File: config.mk
export PLATFORM = sky130hd
export DESIGN_NAME = multicycle_ctrl
export DESIGN_NICKNAME = d
export VERILOG_FILES = /design/src/rtl/multicycle_ctrl.sv
export SDC_FILE = /design/constraint.sdc
export NUM_CORES = 1
export LEC_CHECK = 0
export ABC_AREA = 1
export CORE_MARGIN = 3
export CORE_UTILIZATION = 36
export DETAILED_ROUTE_END_ITERATION = 10
export GPL_TIMING_DRIVEN = 1
export PLACE_DENSITY = 0.78
export SYNTH_ARGS = -nofsm -noshare
export SYNTH_HDL_FRONTEND = slang
export SYNTH_SLANG_ARGS = --single-unit
File: constraint.sdc
create_clock -name clk -period 1.4 [get_ports clk]
set_input_delay 0.35 -clock clk [delete_from_list [all_inputs] [get_ports clk]]
set_output_delay 0.35 -clock clk [all_outputs]
set_load 0.005 [all_outputs]
File: src/rtl/multicycle_ctrl.sv
// -----------------------------------------------------------------------------
// multicycle_ctrl
//   Moore controller for the 64-bit multicycle MIPS datapath. Executes one
//   instruction at a time: FETCH -> DECODE -> per-class execute, memory and
//   writeback states, then back to FETCH. Every datapath strobe is decoded
//   from the current state. The only exceptions are these:
//     - pcen also depends on the ALU zero flag.
//     - A few fields (ltype, dtype, the immediate ALU setup, and the R-type
//       ALU op) depend on op/funct. The instruction register holds op/funct
//       stable for the whole instruction.
//
// Ports
//   clk         in   1   rising-edge clock
//   reset       in   1   asynchronous, active-low; forces FETCH
//   op          in   6   instr[31:26]
//   funct       in   6   instr[5:0]
//   zero        in   1   ALU zero flag (same-cycle)
//   pcen        out  1   PC load enable
//   irwrite     out  1   instruction register load
//   regwrite    out  1   register file write
//   memwrite    out  1   memory write strobe
//   dtype       out  1   1 = doubleword access (ld/sd)
//   iord        out  1   memory address: 0 = pc, 1 = aluout
//   memtoreg    out  1   writeback source: 0 = aluout, 1 = data register
//   regdst      out  1   destination: 0 = rt, 1 = rd
//   alusrca     out  1   ALU A: 0 = pc, 1 = register A
//   alusrcb     out  3   ALU B select
//   pcsrc       out  2   PC source select
//   alucontrol  out  4   ALU operation
//   ltype       out  2   load extension type
//   state       out  SW  current state (debug)
// -----------------------------------------------------------------------------
module multicycle_ctrl #(
  parameter int SW = 4
) (
  input  logic          clk,
  input  logic          reset,
  input  logic [5:0]    op,
  input  logic [5:0]    funct,
  input  logic          zero,
  output logic          pcen,
  output logic          irwrite,
  output logic          regwrite,
  output logic          memwrite,
  output logic          dtype,
  output logic          iord,
  output logic          memtoreg,
  output logic          regdst,
  output logic          alusrca,
  output logic [2:0]    alusrcb,
  output logic [1:0]    pcsrc,
  output logic [3:0]    alucontrol,
  output logic [1:0]    ltype,
  output logic [SW-1:0] state
);

  // State encodings
  localparam logic [SW-1:0] S_FETCH  = SW'(0);
  localparam logic [SW-1:0] S_DECODE = SW'(1);
  localparam logic [SW-1:0] S_MEMADR = SW'(2);
  localparam logic [SW-1:0] S_MEMRD  = SW'(3);
  localparam logic [SW-1:0] S_MEMWB  = SW'(4);
  localparam logic [SW-1:0] S_MEMWR  = SW'(5);
  localparam logic [SW-1:0] S_REXEC  = SW'(6);
  localparam logic [SW-1:0] S_ALUWB  = SW'(7);
  localparam logic [SW-1:0] S_BEQ    = SW'(8);
  localparam logic [SW-1:0] S_BNE    = SW'(9);
  localparam logic [SW-1:0] S_IEXEC  = SW'(10);
  localparam logic [SW-1:0] S_IWB    = SW'(11);
  localparam logic [SW-1:0] S_JUMP   = SW'(12);

  // Opcodes
  localparam logic [5:0] OP_R    = 6'b000000;
  localparam logic [5:0] OP_LW   = 6'b100011;
  localparam logic [5:0] OP_LB   = 6'b100000;
  localparam logic [5:0] OP_LBU  = 6'b100100;
  localparam logic [5:0] OP_LD   = 6'b110111;
  localparam logic [5:0] OP_SW   = 6'b101011;
  localparam logic [5:0] OP_SD   = 6'b111111;
  localparam logic [5:0] OP_BEQ  = 6'b000100;
  localparam logic [5:0] OP_BNE  = 6'b000101;
  localparam logic [5:0] OP_ADDI = 6'b001000;
  localparam logic [5:0] OP_SLTI = 6'b001010;
  localparam logic [5:0] OP_ANDI = 6'b001100;
  localparam logic [5:0] OP_ORI  = 6'b001101;
  localparam logic [5:0] OP_J    = 6'b000010;

  // R-type funct codes
  localparam logic [5:0] FN_ADD = 6'b100000;
  localparam logic [5:0] FN_SUB = 6'b100010;
  localparam logic [5:0] FN_AND = 6'b100100;
  localparam logic [5:0] FN_OR  = 6'b100101;
  localparam logic [5:0] FN_SLT = 6'b101010;

  // ALU operations
  localparam logic [3:0] ALU_AND = 4'b0000;
  localparam logic [3:0] ALU_OR  = 4'b0001;
  localparam logic [3:0] ALU_ADD = 4'b0010;
  localparam logic [3:0] ALU_SUB = 4'b0110;
  localparam logic [3:0] ALU_SLT = 4'b0111;

  logic [SW-1:0] state_q, state_d;
  logic          is_load, is_store, is_imm;
  logic          pcwrite, branch, branchne;
  logic [3:0]    r_aluop;

  assign is_load  = (op == OP_LW) || (op == OP_LB) || (op == OP_LBU) || (op == OP_LD);
  assign is_store = (op == OP_SW) || (op == OP_SD);
  assign is_imm   = (op == OP_ADDI) || (op == OP_SLTI) || (op == OP_ANDI) || (op == OP_ORI);

  // R-type ALU op; unknown funct codes fall back to ADD
  always_comb begin
    case (funct)
      FN_SUB:  r_aluop = ALU_SUB;
      FN_AND:  r_aluop = ALU_AND;
      FN_OR:   r_aluop = ALU_OR;
      FN_SLT:  r_aluop = ALU_SLT;
      FN_ADD:  r_aluop = ALU_ADD;
      default: r_aluop = ALU_ADD;
    endcase
  end

  // State register
  always_ff @(posedge clk or negedge reset) begin
    if (!reset) begin
      state_q <= S_FETCH;
    end else begin
      state_q <= state_d;
    end
  end

  // Next-state logic
  always_comb begin
    state_d = S_FETCH;
    case (state_q)
      S_FETCH:  state_d = S_DECODE;
      S_DECODE: begin
        if (is_load || is_store)  state_d = S_MEMADR;
        else if (op == OP_R)      state_d = S_REXEC;
        else if (op == OP_BEQ)    state_d = S_BEQ;
        else if (op == OP_BNE)    state_d = S_BNE;
        else if (is_imm)          state_d = S_IEXEC;
        else if (op == OP_J)      state_d = S_JUMP;
        else                      state_d = S_FETCH;  // illegal op: 2-cycle NOP
      end
      S_MEMADR: begin
        if (is_load)       state_d = S_MEMRD;
        else if (is_store) state_d = S_MEMWR;
        else               state_d = S_FETCH;
      end
      S_MEMRD:  state_d = S_MEMWB;
      S_MEMWB:  state_d = S_FETCH;
      S_MEMWR:  state_d = S_FETCH;
      S_REXEC:  state_d = S_ALUWB;
      S_ALUWB:  state_d = S_FETCH;
      S_BEQ:    state_d = S_FETCH;
      S_BNE:    state_d = S_FETCH;
      S_IEXEC:  state_d = S_IWB;
      S_IWB:    state_d = S_FETCH;
      S_JUMP:   state_d = S_FETCH;
      default:  state_d = S_FETCH;  // unused encodings recover to FETCH
    endcase
  end

  // Output decode: all selects and strobes default to 0
  always_comb begin
    pcwrite    = 1'b0;
    branch     = 1'b0;
    branchne   = 1'b0;
    irwrite    = 1'b0;
    regwrite   = 1'b0;
    memwrite   = 1'b0;
    dtype      = 1'b0;
    iord       = 1'b0;
    memtoreg   = 1'b0;
    regdst     = 1'b0;
    alusrca    = 1'b0;
    alusrcb    = 3'b000;
    pcsrc      = 2'b00;
    alucontrol = ALU_AND;
    ltype      = 2'b00;
    case (state_q)
      S_FETCH: begin
        irwrite    = 1'b1;
        alusrcb    = 3'b001;
        alucontrol = ALU_ADD;
        pcwrite    = 1'b1;
      end
      S_DECODE: begin
        // Branch target precomputed into aluout
        alusrcb    = 3'b011;
        alucontrol = ALU_ADD;
      end
      S_MEMADR: begin
        alusrca    = 1'b1;
        alusrcb    = 3'b010;
        alucontrol = ALU_ADD;
      end
      S_MEMRD: begin
        // ltype must be valid here; the data register captures at the end of this cycle
        iord  = 1'b1;
        dtype = (op == OP_LD);
        if (op == OP_LB)       ltype = 2'b10;
        else if (op == OP_LBU) ltype = 2'b01;
        else                   ltype = 2'b00;
      end
      S_MEMWB: begin
        memtoreg = 1'b1;
        regwrite = 1'b1;
        dtype    = (op == OP_LD);
      end
      S_MEMWR: begin
        iord     = 1'b1;
        memwrite = 1'b1;
        dtype    = (op == OP_SD);
      end
      S_REXEC: begin
        alusrca    = 1'b1;
        alucontrol = r_aluop;
      end
      S_ALUWB: begin
        regdst   = 1'b1;
        regwrite = 1'b1;
      end
      S_BEQ: begin
        alusrca    = 1'b1;
        alucontrol = ALU_SUB;
        pcsrc      = 2'b01;
        branch     = 1'b1;
      end
      S_BNE: begin
        alusrca    = 1'b1;
        alucontrol = ALU_SUB;
        pcsrc      = 2'b01;
        branchne   = 1'b1;
      end
      S_IEXEC: begin
        alusrca = 1'b1;
        case (op)
          OP_SLTI: begin alusrcb = 3'b010; alucontrol = ALU_SLT; end
          OP_ANDI: begin alusrcb = 3'b100; alucontrol = ALU_AND; end
          OP_ORI:  begin alusrcb = 3'b100; alucontrol = ALU_OR;  end
          default: begin alusrcb = 3'b010; alucontrol = ALU_ADD; end
        endcase
      end
      S_IWB: begin
        regwrite = 1'b1;
      end
      S_JUMP: begin
        pcsrc   = 2'b10;
        pcwrite = 1'b1;
      end
      default: ;
    endcase
  end

  assign pcen  = pcwrite | (branch & zero) | (branchne & ~zero);
  assign state = state_q;

endmodule
==> results of run 1 <==
-- metrics by stage --
step	setup TNS (ns)	std cells	worst slack (ns)
4_1_cts	-5.811	232	-0.3584
3_5_place_dp	-12.44	210	-0.9093
3_3_place_gp	-11.76	210	-0.8617
2_1_floorplan	0	125	0.03970
-- cells by family after synthesis --
logic type	count (synthesis)
compound gates	8
flops	4
xor+xnor	1
other cells	1
simple gates	85
buf+inv	26
-- what timing repair did --
item	4_1_cts
gates cloned	0
setup buffers	20
hold endpoints to repair	0
endpoints found under the setup margin	27
pin swaps	22
resized for setup	154
==> impl_metrics.yaml, run 1 <==
run_status:
  status: "aborted with a tool error"
  failed_stage: "5_1_grt"
  tool.error: "[ERROR DPL-0038] Utilization greater than 100%, impossible to legalize"
logic_synthesis:
  synth_top_family_by_area: "simple AND/OR/NAND/NOR gates"
  syn-num-nets: 140
  synth_cell_types: 17
  syn-cell-area_um2: 625.6
  muxShareOfSynthArea_pct: 0
  yosysWarnings: 0
  synth_area_per_cell_um2: 5.005
  synth_seq_cells: 4
  yosysMostFrequentCell: "nand2_1"
  synth_top_cell_area_share_pct: 18.60
  async_reset_ff_share_pct: 100.0
  synthXorXnorAreaFrac_pct: 1.400
  synth_edf_count: 0
  synthTopCellsByArea: "nand2_1, nor2_1, dfrtp_1"
  yosysSeqAreaShare_pct: 16.00
  synth_area_leader_cell: "nand2_1"
  synthAdderAreaFrac_pct: 0
  synth_compound_gate_area_share_pct: 7.200
  synth_common_cells: "nand2_1, nor2_1, inv_1"
  ys.flop_type: "dfrtp_1"
  syn_inst: 125
  synth_simple_gate_area_share_pct: 58.60
clock_network:
  numCtsBuffers: 3
  cts.hold.buffers_added: 0
  cts_root_buffer: "clkbuf_4"
  h-tree-depth: 1
  clock-sinks: 4
  cts_buffer_depth: 2
placed_design:
  gp_congestion: 0.7936
  dpl_cell_area_um2: 1256
  portBuffers: 37
  hpwlAfterDp_um: 1988
floorplanning:
  io_pins: 39
  rows: 14
  start_util_pct: 39.68
  die_w_um: 47.69
  die_y_um: 47.69
timing:
  endpoint_type: "primary output"
  crit_endpoint: "dtype"
global_route:
  grt_max_degree: 6
==> inputs of run 2 (changes only) <==
--- a/config.mk
+++ b/config.mk
@@ -6,11 +6,11 @@
 export NUM_CORES = 1
 export LEC_CHECK = 0
 export ABC_AREA = 1
-export CORE_MARGIN = 3
-export CORE_UTILIZATION = 36
+export CORE_AREA = 3 3 64 66
 export DETAILED_ROUTE_END_ITERATION = 10
+export DIE_AREA = 0 0 67 69
 export GPL_TIMING_DRIVEN = 1
-export PLACE_DENSITY = 0.78
+export PLACE_DENSITY_LB_ADDON = 0.15
 export SYNTH_ARGS = -nofsm -noshare
 export SYNTH_HDL_FRONTEND = slang
 export SYNTH_SLANG_ARGS = --single-unit
==> run 2 against run 1 <==
Synthesized cell count did not move. The flow now finishes, with violations (setup timing). Synthesized area did not move.
==> impl_metrics.yaml, run 2 <==
run_status:
  status: "finished with violations"
  violations: "setup timing"
layout:
  area.sequential_um2: 101.3
  nets: 258
  n_antenna_cell: 0
  final_util_pct: 51.34
  multiInputGateArea_um2: 638.1
  largest_register_ffs: 4
  filler_cell_count: 368
  area_delta_synth_final_pct: 198.2
  final_cells: 289
  finalInstanceArea_um2: 1866
  final_cell_mix: "buf_4, buf_6, nand2_1"
  drive_gt1_share_pct: 65.98
  layout_commonest_cell: "buf_4"
clock_network:
  cts.hold.buffers_added: 0
  cts_buffer_depth: 2
  numCtsBuffers: 3
  clock-sinks: 4
  clk_latency_ns: 0.22
  cts_tree: "yes"
  h-tree-depth: 1
  cts_root_buffer: "clkbuf_8"
  clkSlewWorstSetupHoldPaths_ns: 0.04
worst_setup_path:
  crit_type: "register to output port"
  worstPathArrival_ns: 1.46
  slowest_delay_ns: 0.45
  rrSetupSlack_ns: -0.09
  worstSetupEndpoint: "alusrcb[1]"
  cp_num_buf_inv: 5
  crit_required_ns: 1.05
  cpMostUsedCell: "buf_4"
  crit_path_start_kind: "register"
  critPathMaxFanout: 5
  critPathSlowestCell: "dfrtp_2"
  critical-path-top-delay-family: "buffers and inverters"
  r2r_cells: 10
  r2r-start: "state[0]"
  r2r_end: "state[1]"
  cp_cell_sequence: "buf_4 > buf_6 > buf_4 > nor3_4 > inv_2 > nand3b_1 > buf_2"
  cp-end-kind: "output port"
  startpoint: "state[0]"
  worstSetupPathDepth: 7
detailed_routing:
  postRouteAntennaNets: 0
  num_vias: 1210
  drtPass1Iterations: 4
  finalWirelength_um: 3182
  route.detailed.drc: 0
  dr.first_iter.drc_count: 12
  wl_per_cell_um: 11.01
  vias_per_cell: 4.187
logic_synthesis:
  synth_edf_count: 0
  syn_inst: 125
  async_reset_ff_share_pct: 100.0
  yosysWarnings: 0
  syn-num-nets: 140
  yosysSeqAreaShare_pct: 16.00
  synth_top_cell_area_share_pct: 18.60
  synth_cell_types: 17
  synth_seq_cells: 4
  synthTopCellsByArea: "nand2_1, nor2_1, dfrtp_1"
  synth_area_per_cell_um2: 5.005
  syn-cell-area_um2: 625.6
  yosysMostFrequentCell: "nand2_1"
  ys.flop_type: "dfrtp_1"
  synth_common_cells: "nand2_1, nor2_1, inv_1"
  synth_area_leader_cell: "nand2_1"
power_and_ir_drop:
  vdd_drop_max_mv: 0.3576
  power_density_nw_per_um2: 973.0
  power.leakage_nw: 1.045
  power_mw: 1.815
global_route:
  grt_pass1_wl_um: 5016
  grt_pass1_vias: 1200
  grt_max_degree: 6
  grt_usage_pct: 13.49
  grt_overflow_total: 0
  antenna_found_initial: 0
timing:
  setup_tns_ns: -6.146
  finalHoldViolCount: 0
  rsz0062_at_grt: "yes"
  max_freq_mhz: 552.8
  holdWs_ns: 0.3365
  finalCritPeriodShare_pct: 129.2
  clock_skew_ns: 0.009354
  worst_slack_ns: -0.4090
  maxSlewViolCount: 0
  finalSetupViolCount: 24
  layout_min_cycle_time_ns: 1.809
floorplanning:
  rows: 22
  die_y_um: 69
  die_w_um: 67
  start_util_pct: 17.22
  io_pins: 39
  die-area_um2: 4623
  core_area_um2: 3633
placed_design:
  dp.cells: 252
  dpl_cell_area_um2: 1371
  hpwlAfterDp_um: 2132
  gp_congestion: 0.7610
  dpl_worst_slack_ns: -0.8918
  portBuffers: 37
worst_hold_path:
  hp-class: "input port to async pin"
flow_run:
  drv_cap: 0
run 2: cell counts after synthesis:
No cell type changed its count.
run 2: logic make-up (layout without fill, tap and decap cells):
logic type	after synthesis	in the layout	synth area share, %
other	1	1	0.5994
and+or+nand+nor	85	85	58.60
DFF	4	4	16.00
xor gates and xnor gates	1	1	1.400
AOI/OAI and AO/OA	8	8	7.201
buffers and inverters	26	142	16.20
run 2: power breakdown:
part / switching, mW / internal (mW) / total [mW]
registers: 0.0508 / 0.146 / 0.197
clock network: 0.0666 / 0.184 / 0.250
logic: 0.567 / 0.802 / 1.37
run 2: final cells by class:
cell class / instances / share of cell area, %
tap: 48 / 3.219
inverter: 25 / 5.433
sequential: 4 / 5.433
timing repair buffer: 114 / 49.50
multi-input combinational: 95 / 34.21
clock buffer: 3 / 2.213
run 2: what timing repair did:
item,4_1_cts,5_1_grt
setup endpoints to repair,26,25
cloned,0,0
pin swaps,37,19
hold endpoints to repair,0,0
buffers inserted,29,9
resized for setup,172,28
run 2: metal layers:
metal	routed length [µm]	vias up	share of wire, %	GRT usage, %
met4	55	0	1.7	2.703
met3	143	8	4.5	2.769
li1	-	623	-	-
met5	0	-	0	0
met2	1817	30	57	26.86
met1	1165	549	37	13.71
run 2: worst min-delay path by stage:
stage / from / endpoint
2_1_floorplan: reset / state[0]
6_report: reset / state[2]
5_1_grt: reset / state[2]
3_3_place_gp: reset / state[2]
3_5_place_dp: reset / state[2]
4_1_cts: reset / state[2]
No activity file was read; power rests on OpenSTA's default activity.
==> inputs of run 3 (changes only) <==
--- a/config.mk
+++ b/config.mk
@@ -11,6 +11,7 @@
 export DIE_AREA = 0 0 67 69
 export GPL_TIMING_DRIVEN = 1
 export PLACE_DENSITY_LB_ADDON = 0.15
+export REMOVE_ABC_BUFFERS = 1
 export SYNTH_ARGS = -nofsm -noshare
 export SYNTH_HDL_FRONTEND = slang
 export SYNTH_SLANG_ARGS = --single-unit
==> run 3 against run 2 <==
The run still ends with setup timing left. Critical path type unchanged. Worst setup slack got worse by 0.013 ns. First-iteration DRC count rose to 3.0 times the previous value. Highest routed layer unchanged. Sequential power rose by 7%. Design area rose by 3.2%. Power fell by 2.3%. Sequential cell count did not move.
==> impl_metrics.yaml, run 3 (same netlist as run 2, synthesis figures left out) <==
layout:
  area_delta_synth_final_pct: 207.8
  largest_register_ffs: 4
  area.sequential_um2: 103.9
  filler_cell_count: 377
  finalInstanceArea_um2: 1926
  n_antenna_cell: 0
  layout_commonest_cell: "buf_4"
  nets: 254
  drive_gt1_share_pct: 67.93
  final_cell_mix: "buf_4, buf_6, nand2_1"
  multiInputGateArea_um2: 663.1
detailed_routing:
  drtPass1Iterations: 4
  wl_per_cell_um: 11.50
  vias_per_cell: 4.126
  dr.first_iter.drc_count: 36
  finalWirelength_um: 3277
  num_vias: 1176
  postRouteAntennaNets: 0
  route.detailed.drc: 0
timing:
  clock_skew_ns: 0.003590
  finalSetupViolCount: 20
  max_freq_mhz: 548.8
  layout_min_cycle_time_ns: 1.822
  rsz0062_at_grt: "yes"
  finalHoldViolCount: 0
  worst_slack_ns: -0.4221
  holdWs_ns: 0.3381
  maxSlewViolCount: 0
  finalCritPeriodShare_pct: 130.1
global_route:
  grt_pass1_vias: 1217
  grt_max_degree: 6
  grt_pass1_wl_um: 5361
  grt_overflow_total: 0
  use_met3_pct: 1.466
  grt_util_met1_pct: 16.58
  busiest_layer: "met2"
  antenna_found_initial: 0
  grt_usage_pct: 14.51
  use_met2_pct: 27.29
worst_setup_path:
  cpMostUsedCell: "buf_6"
  worstPathArrival_ns: 1.47
  cp-end-kind: "output port"
  critical-path-top-delay-family: "buffers and inverters"
  critPathSlowestCell: "dfrtp_1"
  cp_cell_sequence: "buf_6 > nor2_4 > buf_6 > nand2_4 > nor2_4 > buf_6 > nand2_2 > nand4_1 > buf_2"
  crit_required_ns: 1.05
  critPathMaxFanout: 3
  cp_num_buf_inv: 4
  crit_type: "register to output port"
  crit_path_start_kind: "register"
  slowest_delay_ns: 0.39
  rrSetupSlack_ns: 0.02
flow_run:
  drv_cap: 0
floorplanning:
  die-area_um2: 4623
  core_area_um2: 3633
  io_pins: 39
  rows: 22
  die_y_um: 69
  start_util_pct: 17.22
  die_w_um: 67
clock_network:
  cts_tree: "yes"
  clkSlewWorstSetupHoldPaths_ns: 0.03
  numCtsBuffers: 3
  cts.hold.buffers_added: 0
  clk_latency_ns: 0.22
  cts_buffer_depth: 2
  cts_root_buffer: "clkbuf_8"
  h-tree-depth: 1
  clock-sinks: 4
power_and_ir_drop:
  vdd_drop_max_mv: 0.3629
  power.share.clock_pct: 13.8
  power_density_nw_per_um2: 921.2
  switching_share_pct: 39.49
  power.leakage_nw: 1.046
  pwr-share-comb_pct: 74.3
  seq_power_share_pct: 11.9
  p_switching_uw: 700.5
  internal_power_mw: 1.073
run_status:
  status: "finished with violations"
  violations: "setup timing"
placed_design:
  dpl_cell_area_um2: 1356
  hpwlAfterDp_um: 2140
  gp_congestion: 0.7959
  portBuffers: 37
worst_hold_path:
  hp-class: "input port to async pin"
run 3: changes by cell type in the layout (fill, tap and decap cells not counted), sizes merged:
cell / before / now
clkdlybuf4s50: 5 / 4
clkbuf: 5 / 4
buf: 98 / 95
clkdlybuf4s15: 1 / 2
run 3: final timing paths:
path | start | end | depth (start not counted)
setup / recovery | state[3] | alucontrol[0] | 9
hold / removal | reset | state[1] | 1
setup reg to reg | state[2] | state[2] | 9
hold reg to reg | state[2] | state[3] | 5
max in group asynchronous | reset | state[0] | 1
min in group clk | op[0] | state[2] | 6
run 3: what timing repair did:
item	CTS	global route
pin swaps	27	11
endpoints found under the setup margin	27	25
resized for setup	186	39
buffers inserted	29	10
run 3: cell type report:
type                       count  area share [%]
tap                           48           3.119
timing repair buffer         110           49.38
clock buffer                   3           2.144
inverter                      25           5.523
sequential                     4           5.393
multi-input combinational     95           34.44
run 3: worst reg2reg max path: cells and delay by family, from the launching register on:
family	cells	cell delay [ns]
AOI/OAI and AO/OA	1	0.09
buffers and inverters	5	0.50
DFF	1	0.45
and+or+nand+nor	3	0.21
run 3: metrics by stage:
stage / std cells / power, mW / worst slack, ns / setup TNS, ns / utilization [%]
6_report: 285 / 1.774 / -0.4221 / -5.530 / 53.00
2_1_floorplan: 124 / 0.4402 / 0.03970 / 0 / -
3_5_place_dp: 250 / 1.027 / -0.9412 / -13.01 / 37.33
5_1_grt: 285 / 1.915 / -0.5100 / -7.015 / 53.00
3_3_place_gp: 250 / 1.021 / -0.8861 / -12.53 / 37.33
4_1_cts: 278 / 1.599 / -0.4128 / -5.323 / 48.59
run 3: power groups by stage:
stage               registers [mW]  clock network [mW]  logic, mW
floorplan                    0.184                   0      0.256
global placement             0.182                   0      0.838
detailed placement           0.182                   0      0.844
CTS                          0.194               0.240       1.16
global route                 0.216               0.261       1.44
finish                       0.211               0.245       1.32
run 3: layer usage:
layer	vias to the layer above	part of all wire [%]
li1	614	-
met1	536	37
met2	24	59
met3	2	2.6
met4	0	0.73
met5	-	0
